### src/rtl/bootrom_word_loader.sv
// Packs the 8-bit ioctl download stream into little-endian 16-bit words for the
// boot ROM's word write port; pads partial words and reports session statistics.
module bootrom_word_loader #(
  parameter int unsigned ADDR_W   = 12,
  parameter int unsigned BASE     = 0,
  parameter logic [7:0]  INDEX    = 8'h00,
  parameter logic [7:0]  PAD_BYTE = 8'h00
) (
  input  logic              clock,
  input  logic              reset_n,
  input  logic              ioctl_download,
  input  logic [7:0]        ioctl_index,
  input  logic              ioctl_wr,
  input  logic [24:0]       ioctl_addr,
  input  logic [7:0]        ioctl_dout,
  output logic [ADDR_W-2:0] address_b,
  output logic [15:0]       data_b,
  output logic              wren_b,
  output logic              busy,
  output logic              done,
  output logic [ADDR_W:0]   byte_count,
  output logic [7:0]        checksum,
  output logic              overflow
);

  localparam int unsigned     WA_W    = ADDR_W - 1;
  localparam logic [24:0]     BASE_L  = 25'(BASE);
  localparam logic [ADDR_W:0] CNT_MAX = {1'b1, {ADDR_W{1'b0}}};
  localparam logic [ADDR_W:0] CNT_ONE = {{ADDR_W{1'b0}}, 1'b1};

  typedef enum logic [1:0] {
    ST_IDLE  = 2'd0,
    ST_LOAD  = 2'd1,
    ST_FLUSH = 2'd2,
    ST_DONE  = 2'd3
  } state_t;

  state_t            state_r, state_nxt_s;
  logic              sess_d_r;
  logic [WA_W-1:0]   pend_w_r, pend_w_nxt_s;
  logic [7:0]        pend_lo_r, pend_lo_nxt_s;
  logic [7:0]        pend_hi_r, pend_hi_nxt_s;
  logic [1:0]        pend_mask_r, pend_mask_nxt_s;
  logic [ADDR_W:0]   cnt_r, cnt_nxt_s;
  logic [7:0]        sum_r, sum_nxt_s;
  logic              ovf_r, ovf_nxt_s;
  logic              wren_r, wren_nxt_s;
  logic [WA_W-1:0]   addr_r, addr_nxt_s;
  logic [15:0]       data_r, data_nxt_s;
  logic              busy_r, done_r;

  logic              session_s, start_s, fall_s, accept_s, in_range_s, lane_s;
  logic [24:0]       off_s;
  logic [WA_W-1:0]   w_s;
  logic [7:0]        m_lo_s, m_hi_s;
  logic [1:0]        m_mask_s;

  function automatic logic [15:0] pad_word(input logic [7:0] hi, input logic [7:0] lo,
                                           input logic [1:0] mask);
    pad_word = {(mask[1] ? hi : PAD_BYTE), (mask[0] ? lo : PAD_BYTE)};
  endfunction

  assign session_s  = ioctl_download && (ioctl_index == INDEX);
  assign start_s    = session_s && !sess_d_r;
  assign fall_s     = !session_s && sess_d_r;
  assign off_s      = ioctl_addr - BASE_L;
  assign in_range_s = (ioctl_addr >= BASE_L) && ((off_s >> ADDR_W) == 25'd0);
  assign w_s        = off_s[ADDR_W-1:1];
  assign lane_s     = off_s[0];
  assign accept_s   = (state_r == ST_LOAD) && session_s && ioctl_wr;

  // Session FSM next-state decode
  always_comb begin
    state_nxt_s = state_r;
    case (state_r)
      ST_IDLE:  if (start_s) state_nxt_s = ST_LOAD; else state_nxt_s = ST_IDLE;
      ST_LOAD:  if (fall_s) state_nxt_s = ST_FLUSH; else state_nxt_s = ST_LOAD;
      ST_FLUSH: state_nxt_s = ST_DONE;
      ST_DONE:  if (start_s) state_nxt_s = ST_LOAD; else state_nxt_s = ST_DONE;
      default:  state_nxt_s = ST_IDLE;
    endcase
  end

  // Byte merge, word emission and statistics
  always_comb begin
    pend_w_nxt_s    = pend_w_r;
    pend_lo_nxt_s   = pend_lo_r;
    pend_hi_nxt_s   = pend_hi_r;
    pend_mask_nxt_s = pend_mask_r;
    cnt_nxt_s       = cnt_r;
    sum_nxt_s       = sum_r;
    ovf_nxt_s       = ovf_r;
    wren_nxt_s      = 1'b0;
    addr_nxt_s      = addr_r;
    data_nxt_s      = data_r;
    m_lo_s          = lane_s ? pend_lo_r : ioctl_dout;
    m_hi_s          = lane_s ? ioctl_dout : pend_hi_r;
    m_mask_s        = pend_mask_r | (lane_s ? 2'b10 : 2'b01);

    if (start_s && ((state_r == ST_IDLE) || (state_r == ST_DONE))) begin
      cnt_nxt_s       = '0;
      sum_nxt_s       = 8'h00;
      ovf_nxt_s       = 1'b0;
      pend_mask_nxt_s = 2'b00;
    end else if ((state_r == ST_LOAD) && fall_s) begin
      // The trailing partial word is written as the FSM enters FLUSH
      if (pend_mask_r != 2'b00) begin
        wren_nxt_s = 1'b1;
        addr_nxt_s = pend_w_r;
        data_nxt_s = pad_word(pend_hi_r, pend_lo_r, pend_mask_r);
      end else begin
        wren_nxt_s = 1'b0;
      end
      pend_mask_nxt_s = 2'b00;
    end else if (accept_s) begin
      if (!in_range_s) begin
        ovf_nxt_s = 1'b1;
      end else begin
        if (cnt_r != CNT_MAX) cnt_nxt_s = cnt_r + CNT_ONE; else cnt_nxt_s = cnt_r;
        sum_nxt_s = sum_r + ioctl_dout;
        if ((pend_mask_r == 2'b00) || (pend_w_r != w_s)) begin
          if (pend_mask_r != 2'b00) begin
            wren_nxt_s = 1'b1;
            addr_nxt_s = pend_w_r;
            data_nxt_s = pad_word(pend_hi_r, pend_lo_r, pend_mask_r);
          end else begin
            wren_nxt_s = 1'b0;
          end
          pend_w_nxt_s    = w_s;
          pend_mask_nxt_s = lane_s ? 2'b10 : 2'b01;
          if (lane_s) pend_hi_nxt_s = ioctl_dout; else pend_lo_nxt_s = ioctl_dout;
        end else if (m_mask_s == 2'b11) begin
          wren_nxt_s      = 1'b1;
          addr_nxt_s      = pend_w_r;
          data_nxt_s      = {m_hi_s, m_lo_s};
          pend_mask_nxt_s = 2'b00;
        end else begin
          pend_lo_nxt_s   = m_lo_s;
          pend_hi_nxt_s   = m_hi_s;
          pend_mask_nxt_s = m_mask_s;
        end
      end
    end else begin
      wren_nxt_s = 1'b0;
    end
  end

  // FSM state and session edge history; history resets high so a download
  // still asserted across reset does not look like a fresh start
  always_ff @(posedge clock or negedge reset_n) begin
    if (!reset_n) begin
      state_r  <= ST_IDLE;
      sess_d_r <= 1'b1;
    end else begin
      state_r  <= state_nxt_s;
      sess_d_r <= session_s;
    end
  end

  // Pending word, statistics and registered RAM/status outputs
  always_ff @(posedge clock or negedge reset_n) begin
    if (!reset_n) begin
      pend_w_r    <= '0;
      pend_lo_r   <= 8'h00;
      pend_hi_r   <= 8'h00;
      pend_mask_r <= 2'b00;
      cnt_r       <= '0;
      sum_r       <= 8'h00;
      ovf_r       <= 1'b0;
      wren_r      <= 1'b0;
      addr_r      <= '0;
      data_r      <= 16'h0000;
      busy_r      <= 1'b0;
      done_r      <= 1'b0;
    end else begin
      pend_w_r    <= pend_w_nxt_s;
      pend_lo_r   <= pend_lo_nxt_s;
      pend_hi_r   <= pend_hi_nxt_s;
      pend_mask_r <= pend_mask_nxt_s;
      cnt_r       <= cnt_nxt_s;
      sum_r       <= sum_nxt_s;
      ovf_r       <= ovf_nxt_s;
      wren_r      <= wren_nxt_s;
      addr_r      <= addr_nxt_s;
      data_r      <= data_nxt_s;
      busy_r      <= (state_nxt_s == ST_LOAD) || (state_nxt_s == ST_FLUSH);
      done_r      <= (state_nxt_s == ST_DONE);
    end
  end

  assign address_b  = addr_r;
  assign data_b     = data_r;
  assign wren_b     = wren_r;
  assign busy       = busy_r;
  assign done       = done_r;
  assign byte_count = cnt_r;
  assign checksum   = sum_r;
  assign overflow   = ovf_r;

endmodule
### config.mk
export PLATFORM = sky130hd
export DESIGN_NAME = bootrom_word_loader
export DESIGN_NICKNAME = d
export VERILOG_FILES = /design/src/rtl/bootrom_word_loader.sv
export SDC_FILE = /design/constraint.sdc
export NUM_CORES = 1
export LEC_CHECK = 0
export CAP_MARGIN = 5
export CORE_UTILIZATION = 35
export DETAILED_ROUTE_END_ITERATION = 8
export PLACE_DENSITY = 0.64
export SYNTH_ARGS = -nofsm -noshare
export SYNTH_HDL_FRONTEND = slang
export SYNTH_SLANG_ARGS = --single-unit
### constraint.sdc
create_clock -name clock -period 2.71 [get_ports clock]
set_input_delay 0.271 -clock clock [delete_from_list [all_inputs] [get_ports clock]]
set_output_delay 0.271 -clock clock [all_outputs]
set_load 0.03 [all_outputs]
# Word level (Yosys, flattened, before mapping)
# Index checks and enable logic that the tools add are counted.
# Widths: inputs -> output; s select.
[word_totals]
ff_bits = 84
inputBits = 45
out_inout_bits = 52
word_cells = 116
[classes]
n_addsub = 2
n_lt_le_gt_ge = 1
n_eq_ne = 12
muxes = 51
bitwise_logic = 3
n_reduce_logical = 33
[op_table]
columns = ["op", "n"]
rows = [
  ["$mux 16", 6],
  ["$mux 8", 12],
  ["$mux 11", 6],
  ["$mux 13", 5],
  ["$ge 25x1->1 const B", 1],
  ["$logic_not 25->1", 1],
  ["$mux 2", 9],
  ["$add 13x1->13 const B", 1],
  ["$ne 13x13->1 const B", 1],
  ["$mux 1", 12],
  ["$reduce_bool 2->1", 6],
  ["$ne 11x11->1", 1],
  ["$eq 2x2->1 const B", 5],
  ["$reduce_and 5->1", 2],
  ["$reduce_bool 3->1", 3],
  ["$add 8x8->8", 1],
  ["$logic_and 1x1->1", 8],
  ["$logic_not 8->1", 1],
  ["$pmux 2 s4", 1],
  ["$reduce_and 4->1", 2],
  ["$reduce_and 3->1", 2],
  ["$eq 2x1->1 const B", 2],
  ["$logic_not 2->1", 2],
  ["$ne 2x2->1 const B", 2],
  ["6 further kinds", 10],
]

# Depth between registers and ports, before layout
[logic_depth]
ltp_word = 9
mapped_depth = 9
ltp_nobuf = 8

# Worst setup path after synthesis
# Ideal clock, no wire load.
[synth_timing]
path_kind = "register -> register"
start = "register state_r[0]"
end = "register with a tool-made name"
setup_ns = 0.125
arrival_ns = 2.111
required_time_ns = 2.585
path_slack_ns = 0.474
path_stages_with_launch = 9
path_buffers = 1
period_less_slack_ns = 2.236
cell_sequence = "dfrtp_1 ha_1 nor4bb_1 and4_1 and2_2 o211a_1 o22ai_1 buf_2 mux2_2"
[synth_lines]
columns = ["element", "line", "text"]
rows = [
  ["from (decl)", "38", "state_t state_r, state_nxt_s;"],
  ["from (signal assigned)", "155", "state_r <= state_nxt_s;"],
]

# Worst setup path in the final report
[layout_timing]
start = "register state_r[1]"
end = "register data_r[14] (netlist: data_b[14])"
[layout_via]
elab_chain_cells = 5
elab_cells_between_ends = 14
cone_classes = "eq/ne: 2; mux: 1; bitwise: 1; reduce/logical: 10"
[layout_lines]
columns = ["element", "line", "text"]
rows = [
  ["$eq 2x1->1 (tied with other cells)", "70, 105", ""],
  ["$logic_and 1x1->1 or $logic_or 1x1->1 (tied branches)", "70, 100", ""],
  ["$logic_and 1x1->1, on equally long branches", "70, 100", ""],
  ["$reduce_bool 2->1 (no source line) or $not 1->1 (tied branches)", "n/a", ""],
  ["$reduce_and 4->1 (no source line)", "n/a", ""],
  ["to (signal assigned)", "185", "data_r <= data_nxt_s;"],
  ["to (decl)", "49", "logic [15:0] data_r, data_nxt_s;"],
]
# Several ways; a longest one is shown, not always the timed one.
# A chain may end at the register's enable or synchronous reset.

==> flow_summary.toml <==
[clock_tree]
clk_latency_ns = 0.34
cts.sinks = 84
path_clk_slew_ns = 0.06
clk_path_buf_depth = 2
cts_made_buffers = 9
post_cts_resized = 0
htreeDepth = 3
cts-root-buf = "clkbuf_16"
cts_tree = "done"

[grt]
overflow = 0
track_usage = 0.169
grt_pass1_vias = 3459
antenna_found_initial = 0
grt_pass1_wl_mm = 17.1
grt_start_max_net_pins = 49

[finish]
final_cell_mix = "clkdlybuf4s50_1 (95), dfrtp_1 (83), nand2_1 (34)"
multi_input_area_sq_um = 2080
final_common_cell = "clkdlybuf4s50_1"
fin_nets = 572
fillers = 1101
drive_gt1_frac = 0.174
antennaDiodeCount = 0
area_growth_pct = 36.3
final_design_area_no_fill_sq_um = 5900
seq_area_sq_um = 2100

[sta]
hold_slack_ns = 0.439
finalSetupViolations = 0
skew_ns = 0.00574
drv_slew = 0
maxSlewHeadroom = 0.497
min_period_over_period = 0.870
fmax_ghz = 0.424
rsz0062_at_grt = "false"
fin_crit_ns = 2.36
hold_viol_final = 0
worstMarginPinSlew_ns = 0.755

[power_and_ir_drop]
irDropWorstVdd_v = 0.000259
p_leak_nw = 2.64
swShare = 0.239
power_density_nw_per_um2 = 459
p_clk_frac = 0.435
p_comb_frac = 0.095
seqPwrFrac = 0.470
internal_power_mw = 2.06
switchingPower_uw = 648

[drt]
vias_per_cell = 5.08
drc_errors = 0
drt_iter0_markers = 115
vias = 3368
wl_mm = 10.1
ant_nets = 0
drt_pre_antenna_iters = 4
post_drt_wl_per_cell_microns = 15.2

[critical_path]
path_class = "flip-flop to flip-flop"
crit_fanout = 8
worstPathCellList = "inv_1, ha_1, nor4bb_1, and4_1, and2_2, o211a_1, o22ai_1, o211ai_1"
startpoint_type = "flip-flop"
critPathBufInv = 1
slowest_delay_ns = 0.60
required_ns = 2.90
cp-startpoint = "state_r[1]$_DFF_PN0_"
critPathCaptureType = "flip-flop"
cp_top_family = "compound AO/OA/AOI/OAI gates"
worstPathArrival_ns = 2.55
worstReg2RegStart = "state_r[1]$_DFF_PN0_"
slowest_stage = "o22ai_1"

[floorplan]
io_pins = 97
core_region_area_sq_um = 12000
die-width_microns = 113
start_util = 0.360
rows = 40
die-area_sq_um = 12800
fp.dieH_microns = 113

[placed_design]
hpwl_mm = 7.57
portBuffers = 96
place_area_sq_um = 5600
gp_congestion = 0.809

[logic_synthesis]
synth_edf_count = 0
synth_top_area_share = 0.480
postSynth.asyncResetShare = 1.00
synth_area_per_cell_sq_um = 11.0
synth_top_area_cell = "dfrtp_1"
yosys_warnings = 0
synth.area.top_cells = "dfrtp_1 (48%), mux2_2 (7.3%), ha_1 (4.0%)"
synth.distinct_cells = 54
ys_seq_area_frac = 0.486
synth_ff_type = "dfrtp_1"
ys_seq_elements = 84
synth_area_sq_um = 4330
synthesis.nets = 452
syn_inst = 392

[run_status]
status = "finished, final reports clean"

[worst_hold_path]
hp-class = "primary input to asynchronous set/reset pin"

[flow_run]
drv_cap = 0
layout make-up:
cell class                      count  area share
Sequential cell                    84       0.357
Timing Repair Buffer              117       0.194
Clock inverter                      4     0.00552
Multi-Input combinational cell    273       0.353
Clock buffer                       11      0.0429
Tap cell                          147      0.0312
Inverter                           27      0.0172
logic make-up (layout without fill, tap and decap cells):
logic type                 after synthesis  in the layout  synth area share
AOI/OAI and AO/OA                       70             70             0.104
xor gates and xnor gates                26             26            0.0526
adders and majority gates               15             15            0.0451
buffers and inverters                   35            159            0.0332
DFF                                     84             84             0.486
muxes                                   40             40             0.112
and+or+nand+nor                        122            122             0.167
cells in the mapped netlist (2+ instances only):
library cell	n
o22ai_1	2
nand3_1	7
or3_1	5
nand4_1	9
dfrtp_1	83
xnor2_1	7
nor4_4	2
o21bai_1	2
o211ai_1	17
nand2b_1	2
xor2_1	19
nand2_1	34
nor3_1	5
nand3_4	2
o21a_1	2
mux2_2	28
nor3_2	2
nor4_1	11
a21o_1	4
nor4b_1	2
o21ai_0	23
nor2_1	26
ha_1	14
and3_1	3
and4_1	2
a21oi_1	11
inv_1	26
a221oi_1	2
mux2i_1	2
clkbuf_1	5
mux2_4	10
power groups by stage:
stage / sequential, mW / combinational [mW] / clock [mW]
6_report: 1.27 / 0.257 / 1.18
2_1_floorplan: 1.31 / 0.0869 / 0
3_3_place_gp: 1.30 / 0.252 / 0
4_1_cts: 1.27 / 0.261 / 1.20
3_5_place_dp: 1.30 / 0.259 / 0
5_1_grt: 1.27 / 0.283 / 1.25
stage by stage:
step	power [mW]	worst slack [ns]	std cells	utilization	TNS, ns
CTS	2.74	0.353	663	0.491	0
detailed placement	1.56	-0.00608	647	0.466	-0.00828
global route	2.80	0.114	663	0.491	0
global placement	1.55	0.0904	647	0.466	0
floorplan	1.40	0.474	392	-	0
finish	2.71	0.353	663	0.491	0
worst paths after layout:
check | cells past startpoint | end | slack (ns)
max in group asynchronous | 3 | pend_w_r[9]$_DFFE_PN0P_ | 1.64
max reg2reg | 8 | data_b[14]$_DFFE_PN0P_ | 0.35
min reg2reg | 1 | pend_hi_r[7]$_DFFE_PN0P_ | 0.50
min in group clock | 1 | pend_hi_r[7]$_DFFE_PN0P_ | 0.50
max | 8 | data_b[14]$_DFFE_PN0P_ | 0.35
min | 2 | byte_count[12]$_DFFE_PN0P_ | 0.44
repair_timing:
| item | CTS | global route |
|---|---|---|
| endpoints found under the setup margin | 0 | 0 |
| hold buffers | 1 | 0 |
| endpoints found under the hold margin | 35 | 0 |
| setup buffers | 0 | 0 |
metal layers:
layer | up-vias | wire length [microns] | track usage
li1 | 1635 | - | -
met1 | 1634 | 4660 | 0.218
met2 | 83 | 4760 | 0.277
met3 | 16 | 463 | 0.0370
met4 | 0 | 203 | 0.0684
met5 | - | 0 | 0
(Power assumes the default switching activity.)
